### config.mk
export PLATFORM = sky130hd
export DESIGN_NAME = f_truth_scanner_flat
export DESIGN_NICKNAME = d
export VERILOG_FILES = /design/src/rtl/f_truth_scanner_if.sv /design/src/rtl/f_truth_scanner.sv /design/src/flat_wrapper.sv
export SDC_FILE = /design/constraint.sdc
export NUM_CORES = 1
export LEC_CHECK = 0
export CORE_ASPECT_RATIO = 1.25
export CORE_UTILIZATION = 56
export DETAILED_ROUTE_END_ITERATION = 8
export PLACE_DENSITY = 0.79
export SYNTH_ARGS = -nofsm -noshare
export SYNTH_HDL_FRONTEND = slang
export SYNTH_SLANG_ARGS = --single-unit
### constraint.sdc
create_clock -name clk -period 5.33 [get_ports clk]
set_input_delay 0.7995 -clock clk [delete_from_list [all_inputs] [get_ports clk]]
set_output_delay 0.7995 -clock clk [all_outputs]
set_load 0.005 [all_outputs]
### src/rtl/f_truth_scanner_if.sv
// Scan bus between the self-test logic, the 4-input function unit and the truth-table scanner.
// The slave modport is the scanner: it takes start/abort/f_in and drives vectors and results.
interface f_truth_scanner_if;
  logic        start;
  logic        abort;
  logic        f_in;
  logic        vec_a;
  logic        vec_b;
  logic        vec_c;
  logic        vec_d;
  logic        busy;
  logic        done;
  logic [15:0] truth;
  logic [4:0]  ones;
  logic        pass;

  modport master (
    output start, abort, f_in,
    input  vec_a, vec_b, vec_c, vec_d, busy, done, truth, ones, pass
  );

  modport slave (
    input  start, abort, f_in,
    output vec_a, vec_b, vec_c, vec_d, busy, done, truth, ones, pass
  );
endinterface

### src/rtl/f_truth_scanner.sv
// Steps {A,B,C,D} through 0..15, holding each SETTLE+1 cycles, then publishes truth/ones/pass.
// Latency 16*(SETTLE+1) cycles from accepted start to the one-cycle done pulse; start is ignored unless idle.
module f_truth_scanner #(
  parameter int          SETTLE   = 0,
  parameter logic [15:0] EXPECTED = 16'h0DD0
) (
  input  logic              clk,
  input  logic              rst,
  f_truth_scanner_if.slave  bus
);

  typedef enum logic [1:0] {IDLE, SCAN, DONE} state_t;

  localparam logic [7:0] HOLD_LAST = 8'(SETTLE);

  state_t      state_q, state_d;
  logic [3:0]  idx_q, idx_d;
  logic [7:0]  hc_q, hc_d;
  logic [15:0] shadow_q, shadow_d;
  logic        busy_q, busy_d;
  logic        done_q, done_d;
  logic [15:0] truth_q, truth_d;
  logic [4:0]  ones_q, ones_d;
  logic        pass_q, pass_d;

  function automatic logic [4:0] popcount16(input logic [15:0] v);
    logic [4:0] c;
    c = 5'd0;
    for (int i = 0; i < 16; i++) c = c + 5'(v[i]);
    return c;
  endfunction

  always_comb begin
    state_d  = state_q;
    idx_d    = idx_q;
    hc_d     = hc_q;
    shadow_d = shadow_q;
    busy_d   = busy_q;
    done_d   = 1'b0;
    truth_d  = truth_q;
    ones_d   = ones_q;
    pass_d   = pass_q;
    case (state_q)
      IDLE: begin
        if (bus.start) begin
          state_d  = SCAN;
          idx_d    = 4'd0;
          hc_d     = 8'd0;
          shadow_d = 16'h0000;
          busy_d   = 1'b1;
        end
      end
      SCAN: begin
        // abort wins over a sample landing on the same edge, even the last one
        if (bus.abort) begin
          state_d = IDLE;
          idx_d   = 4'd0;
          hc_d    = 8'd0;
          busy_d  = 1'b0;
        end else if (hc_q == HOLD_LAST) begin
          shadow_d[idx_q] = bus.f_in;
          hc_d            = 8'd0;
          if (idx_q == 4'd15) begin
            state_d = DONE;
            idx_d   = 4'd0;
            busy_d  = 1'b0;
            done_d  = 1'b1;
            truth_d = shadow_d;
            ones_d  = popcount16(shadow_d);
            pass_d  = (shadow_d == EXPECTED);
          end else begin
            idx_d = idx_q + 4'd1;
          end
        end else begin
          hc_d = hc_q + 8'd1;
        end
      end
      DONE: state_d = IDLE;
      default: state_d = IDLE;
    endcase
  end

  always_ff @(posedge clk) begin
    if (rst) begin
      state_q  <= IDLE;
      idx_q    <= 4'd0;
      hc_q     <= 8'd0;
      shadow_q <= 16'h0000;
      busy_q   <= 1'b0;
      done_q   <= 1'b0;
      truth_q  <= 16'h0000;
      ones_q   <= 5'd0;
      pass_q   <= 1'b0;
    end else begin
      state_q  <= state_d;
      idx_q    <= idx_d;
      hc_q     <= hc_d;
      shadow_q <= shadow_d;
      busy_q   <= busy_d;
      done_q   <= done_d;
      truth_q  <= truth_d;
      ones_q   <= ones_d;
      pass_q   <= pass_d;
    end
  end

  // idx is held at zero outside SCAN, so it doubles as the vector register
  assign bus.vec_a = idx_q[3];
  assign bus.vec_b = idx_q[2];
  assign bus.vec_c = idx_q[1];
  assign bus.vec_d = idx_q[0];
  assign bus.busy  = busy_q;
  assign bus.done  = done_q;
  assign bus.truth = truth_q;
  assign bus.ones  = ones_q;
  assign bus.pass  = pass_q;

endmodule

### src/flat_wrapper.sv
// flat-port wrapper written by rule: the top's interface ports become plain ports
module f_truth_scanner_flat 
#(
  parameter int          SETTLE   = 0,
  parameter logic [15:0] EXPECTED = 16'h0DD0
)
  (clk, rst, bus_start, bus_abort, bus_f_in, bus_vec_a, bus_vec_b, bus_vec_c, bus_vec_d, bus_busy, bus_done, bus_truth, bus_ones, bus_pass);
  f_truth_scanner_if bus_i ();
  input  logic clk;
  input  logic rst;
  input wire logic [$bits(bus_i.start)-1:0] bus_start;
  input wire logic [$bits(bus_i.abort)-1:0] bus_abort;
  input wire logic [$bits(bus_i.f_in)-1:0] bus_f_in;
  output wire logic [$bits(bus_i.vec_a)-1:0] bus_vec_a;
  output wire logic [$bits(bus_i.vec_b)-1:0] bus_vec_b;
  output wire logic [$bits(bus_i.vec_c)-1:0] bus_vec_c;
  output wire logic [$bits(bus_i.vec_d)-1:0] bus_vec_d;
  output wire logic [$bits(bus_i.busy)-1:0] bus_busy;
  output wire logic [$bits(bus_i.done)-1:0] bus_done;
  output wire logic [$bits(bus_i.truth)-1:0] bus_truth;
  output wire logic [$bits(bus_i.ones)-1:0] bus_ones;
  output wire logic [$bits(bus_i.pass)-1:0] bus_pass;
  assign bus_i.start = bus_start;
  assign bus_i.abort = bus_abort;
  assign bus_i.f_in = bus_f_in;
  assign bus_vec_a = bus_i.vec_a;
  assign bus_vec_b = bus_i.vec_b;
  assign bus_vec_c = bus_i.vec_c;
  assign bus_vec_d = bus_i.vec_d;
  assign bus_busy = bus_i.busy;
  assign bus_done = bus_i.done;
  assign bus_truth = bus_i.truth;
  assign bus_ones = bus_i.ones;
  assign bus_pass = bus_i.pass;
  f_truth_scanner #(.SETTLE(SETTLE), .EXPECTED(EXPECTED)) u_core (.clk(clk), .rst(rst), .bus(bus_i));
endmodule
After elaboration in Yosys (flattened, before gate mapping)
Index checks and enable logic that the tools add are counted.
W data, S select, Z words.
- register bits: 54
- bits in latches: 0
- memory bits (writable): 0
- ROM bits: 0
- input bits: 5
- word-level logic and storage cells: 77
- memories: 0
- add/subtract/negate cells: 17
- $mul: 0
- divide/modulo/power cells: 0
- order comparisons: 2
- equal/unequal tests: 8
- shifts and indexed selects: 0
- muxes and demuxes: 27
- bitwise operators: 3
- reduce and logical (&&, ||, !) cells: 11
- operator list (operator ; count):
    $add A5 B1 Y5 ; 14
    $mux W16 ; 3
    $pmux W16 S2 ; 1
    $mux W8 ; 3
    $bwmux W16 ; 1
    $eq A16 B12 Y1 const B ; 1
    $mux W4 ; 4
    $pmux W8 S2 ; 1
    $reduce_and A4 Y1 ; 3
    $add A8 B1 Y8 const B ; 1
    $logic_not A8 Y1 ; 1
    $mux W2 ; 4
    $pmux W4 S2 ; 1
    $mux W1 ; 6
    $ne A3 B2 Y1 const B ; 2
    $reduce_and A3 Y1 ; 2
    $lt A4 B5 Y1 const B ; 1
    $add A4 B1 Y4 const B ; 1
    $demux W1 S4 ; 1
    $eq A4 B4 Y1 const B ; 1
    $ge A4 B1 Y1 const B ; 1
    $ne A2 B2 Y1 const B ; 2
    $pmux W2 S2 ; 1
    $reduce_or A4 Y1 ; 1
    other kinds (9) ; 11

Logic depth before layout (Yosys ltp)
- depth after elaboration: 20
- depth in mapped cells: 20
- gate-level depth less buffers: 19

Worst setup path before layout
Ideal clock, no wire load.
- path type: input to register
- start point: input bus_f_in
- end point: register u_core.ones_q[2] (netlist: u_core.bus.ones[2])
- library setup time: 131 ps
- data arrival time: 4828 ps
- required time: 5199 ps
- slack: 371 ps
- stages: 14
- path buffers: 2
- cell sequence: buf_2 buf_1 mux2i_1 ha_1 inv_1 fa_1 fa_1 fa_1 fa_1 fa_1 fa_1 xnor2_1 mux2i_1 nor2_1
- cells in the longest elaborated chain, start to end: 16
- ends and longest elaborated chain (item ; RTL line ; text):
    start, declared ; flat_wrapper.sv:13 ; input wire logic [$bits(bus_i.f_in)-1:0] bus_f_in;
    $bwmux W16 (*) ; f_truth_scanner.sv:61 ; shadow_d[idx_q] = bus.f_in;
    $add A1 B1 Y2 ; f_truth_scanner.sv:29 ; for (int i = 0; i < 16; i++) c = c + 5'(v[i]);
    $add A5 B1 Y5 (13 in series) ; f_truth_scanner.sv:29 ;
    $add A5 B1 Y5 (*) ; f_truth_scanner.sv:29 ;
    end signal, assigned ; f_truth_scanner.sv:102 ; ones_q <= ones_d;
    end, declared ; f_truth_scanner.sv:23 ; logic [4:0] ones_q, ones_d;
Mark *: on every way between the ends. The rest lies on a longest branch, timed or not.
A chain may end at the register's enable or synchronous reset.

Final worst setup path
- start point: input bus_f_in
- end point: register u_core.ones_q[4] (netlist: u_core.bus.ones[4])
The elaborated chain is that of the path after synthesis.

==> metrics list <==
* Cell taking the most area after synthesis: sky130_fd_sc_hd__dfxtp_1
- CTS sink cnt: 54
* Yosys warnings: 0
- Core Util, Final: 0.682
- Counting every instance in the synthesized netlist gives 309.
- The H-tree generated during clock tree synthesis spans 2 levels.
- The floorplan step defined a die boundary enclosing 5680 um^2.
- The final layout contains routed wiring with a total length of 6.22 mm.
* Clock slew at reported path FFs: 0.10 ns
- Number of enable-type register cells in the synthesized netlist: 0
- In this run the worst hold path is classified as flip-flop to flip-flop.
* Overall power: 0.000935 W
* Critical Path Fanout Max: 6
* Number of nets in the finished design: 371
- At the worst endpoint, the arrival time is 5.09 ns.
* Fraction of synthesis flops using an asynchronous set or reset pin: 0
- The first detailed-routing pass took 4 iterations.
- Setup Skew: 0.00946 ns
- Worst Max-Slew Pin Slew: 1.03 ns
- Initial core utilization: 0.589
* Maximum buffer depth of the clock tree: 2
* Detail Placement HPWL: 4.52 mm
- Measured along the y axis, the die boundary spans 84.0 um.
* Pwr dens: 268 nW/um^2
- In the final layout, the share of cells above drive strength 1 is 0.155.
* Post-DRT Antenna Nets: 0
- WL/cell: 15.4 um
- RSZ-0062 raised after global routing: no
* Worst setup path class: primary input to flip-flop
- The flow ran to the end, and the final reports show no timing, DRC or antenna violations.
- Setup total negative slack on the finished layout was measured at 0 ns.
- The worst setup path is captured at a flip-flop.
- Clk_lat worst skew: 0.31 ns
- Number of setup violations in the final report: 0
- For this design the top-level I/O count stands at 33.
- Hold timing on the final database bottoms out at a slack of 0.483 ns.
- Worst slew margin: 0.311
- Number of buffers created by CTS: 5
- Mapped Area: 3020 um^2
- The tree is rooted in a sky130_fd_sc_hd__clkbuf_8.
- After floorplanning, the core was divided into 29 placement rows.
- Pin count of the biggest net entering global routing: 41
- Subtracting the final worst setup slack from the clock period gives 4.84 ns.
- After clock tree synthesis, the repair step resized 0 gates.
- The worst-case IR drop observed on VDD is 0.000210 V.
- Count of unresolved DRC violations after routing: 0
- In this run the mean area of a mapped cell was 9.76 um^2.
- The number of max-slew violations in the final report was 0.
* Vias in the first global route: 2177
* Final clock period utilization by the worst path: 0.907
* Leakage power: 1.41 nW
- Antenna Diode Count: 0
* Final RePlAce weighted congestion: 0.831
- Area inside the core boundary: 5120 um^2
- Kind of start point of the critical path: primary input
- When the netlist entered floorplanning its net count stood at 337.
- Yosys mapped the design onto 49 distinct sky130hd cell types.
* Register bit total from synthesis: 54
- The number of antenna violations at the first check in global routing came to 0.
- Sum of overflow across all layers after global routing: 0
* Horizontal extent of the die: 67.6 um
- The first global-routing pass estimated 10.2 mm of wire.
- Number of hold buffers added after CTS: 0
- Max-cap violation count: 0
- Clock tree from TritonCTS: yes
- In this run the tool buffered the top-level ports with 32 buffer cells.
* Number of design-rule violations left by the first detailed-router iteration: 103
- Required time of the worst setup path: 5.58 ns
- After detailed routing, the number of vias per cell comes to 5.63.
- Via count: 2279
* Gr usage total: 0.238
* Fraction of synthesized cell area taken by the top area cell type: 0.359
* Main area contributors after synthesis: sky130_fd_sc_hd__dfxtp_1, sky130_fd_sc_hd__a211oi_2, sky130_fd_sc_hd__fa_1, sky130_fd_sc_hd__nor2_1, sky130_fd_sc_hd__ha_1
- Post-CTS setup repair buffer count: 0
* Hold Fails Final Rpt: 0
- Leading register cell type out of synthesis: sky130_fd_sc_hd__dfxtp_1
- The share of the Yosys chip area taken by registers is 0.359.
* Synthesis-to-finish area growth: 15.8%
- Highest clock frequency the design can meet: 207 MHz
==> layout by cell type (no fill, tap or decap), types with 2 or more instances in the layout <==
cell,instances
sky130_fd_sc_hd__clkbuf_8,5
sky130_fd_sc_hd__nor2_1,44
sky130_fd_sc_hd__fa_1,10
sky130_fd_sc_hd__nor2b_1,2
sky130_fd_sc_hd__inv_1,19
sky130_fd_sc_hd__ha_1,13
sky130_fd_sc_hd__nand3b_1,10
sky130_fd_sc_hd__mux2i_1,16
sky130_fd_sc_hd__o21ai_0,4
sky130_fd_sc_hd__nand3_1,5
sky130_fd_sc_hd__a211oi_2,19
sky130_fd_sc_hd__nand2_1,16
sky130_fd_sc_hd__xnor2_1,5
sky130_fd_sc_hd__xor2_1,5
sky130_fd_sc_hd__nor2_4,2
sky130_fd_sc_hd__buf_4,13
sky130_fd_sc_hd__a211oi_1,2
sky130_fd_sc_hd__dfxtp_1,54
sky130_fd_sc_hd__o22ai_1,2
sky130_fd_sc_hd__a21oi_1,10
sky130_fd_sc_hd__clkdlybuf4s50_1,32
sky130_fd_sc_hd__clkinvlp_4,2
sky130_fd_sc_hd__o22a_1,16
sky130_fd_sc_hd__and3_1,2
sky130_fd_sc_hd__nand4_1,3
sky130_fd_sc_hd__nor3_1,7
sky130_fd_sc_hd__nand2b_1,4
==> cells by family (layout without fill, tap and decap cells) <==
kind of cell | Yosys count | count (layout) | share of synthesized area
simple gates | 106 | 106 | 0.190
buf+inv | 38 | 72 | 0.0593
compound gates | 60 | 60 | 0.181
xor+xnor | 10 | 10 | 0.0290
mux | 18 | 18 | 0.0614
flops | 54 | 54 | 0.359
fa+ha+maj | 23 | 23 | 0.120
==> critical path, stage by stage <==
cell and delay (ns):
sky130_fd_sc_hd__clkdlybuf4s50_1 0.46, sky130_fd_sc_hd__buf_4 0.18, sky130_fd_sc_hd__mux2i_1 0.17, sky130_fd_sc_hd__inv_1 0.09
sky130_fd_sc_hd__fa_1 0.53, sky130_fd_sc_hd__inv_1 0.05, sky130_fd_sc_hd__fa_1 0.48, sky130_fd_sc_hd__fa_1 0.51
sky130_fd_sc_hd__fa_1 0.52, sky130_fd_sc_hd__fa_1 0.47, sky130_fd_sc_hd__fa_1 0.42, sky130_fd_sc_hd__nor2b_1 0.14
sky130_fd_sc_hd__o211ai_1 0.10, sky130_fd_sc_hd__a21oi_1 0.18
==> through the flow <==
step,worst slack (ns),instances,area (um^2)
4_1_cts,0.513,405,3490
2_1_floorplan,0.371,309,3020
3_3_place_gp,0.223,398,3410
5_1_grt,0.299,405,3490
6_report,0.495,405,3490
3_5_place_dp,0.182,398,3410
==> final cells by class <==
cell class / count / area [um^2]
sequential: 54 / 1080
timing repair buffer: 45 / 418
inverter: 20 / 75.1
fill: 410 / 1630
clock buffer: 5 / 68.8
clock inverter: 2 / 15.0
tap: 62 / 77.6
multi-input combinational: 217 / 1760
==> state kept, by name, summed over array words and instances (netlist names) <==
signal / count
u_core.bus.busy: 1
u_core.bus.done: 1
u_core.bus.ones: 5
u_core.bus.pass: 1
u_core.bus.truth: 16
u_core.hc_q: 8
u_core.idx_q: 4
u_core.shadow_q: 16
u_core.state_q: 2
==> Yosys cell counts, drive strengths merged, types with 2 or more instances <==
cell and number:
o21ai 4, nor2 47, nand3 5, nand2 16, inv 20, fa 10, nor3b 2, nor2b 2
xor2 5, or3b 2, and3 2, a211oi 21, buf 15, nand4 3, xnor2 5, clkbuf 3
o22a 16, o22ai 2, ha 13, mux2i 17, nand3b 11, a21oi 11, nor3 8, dfxtp 54
nand2b 4
==> layer usage <==
metal,track usage,wire length [um],share of wire,vias up
met5,0,0,0,-
met4,0.0967,108,0.017,0
met3,0.0451,217,0.035,10
met2,0.396,3170,0.51,45
met1,0.291,2730,0.44,1097
li1,-,-,-,1127
==> where the power goes <==
group,leakage [nW],internal (W),switching [W]
registers,0.439,0.000419,0.0000119
clock network,0.0362,0.0000901,0.000139
logic,0.933,0.000127,0.000149
total,1.41,0.000636,0.000300
==> path summary, 6_finish.rpt <==
path / endpoint / slack, ns / cells after the start / start
hold / removal: u_core.hc_q[0] / 0.48 / 2 / u_core.hc_q[0]
setup reg to reg: u_core.bus.ones[4] / 0.52 / 15 / u_core.idx_q[0]
hold reg to reg: u_core.hc_q[0] / 0.48 / 2 / u_core.hc_q[0]
setup / recovery: u_core.bus.ones[4] / 0.49 / 14 / bus_f_in
Power figures use the tool's default switching activity.
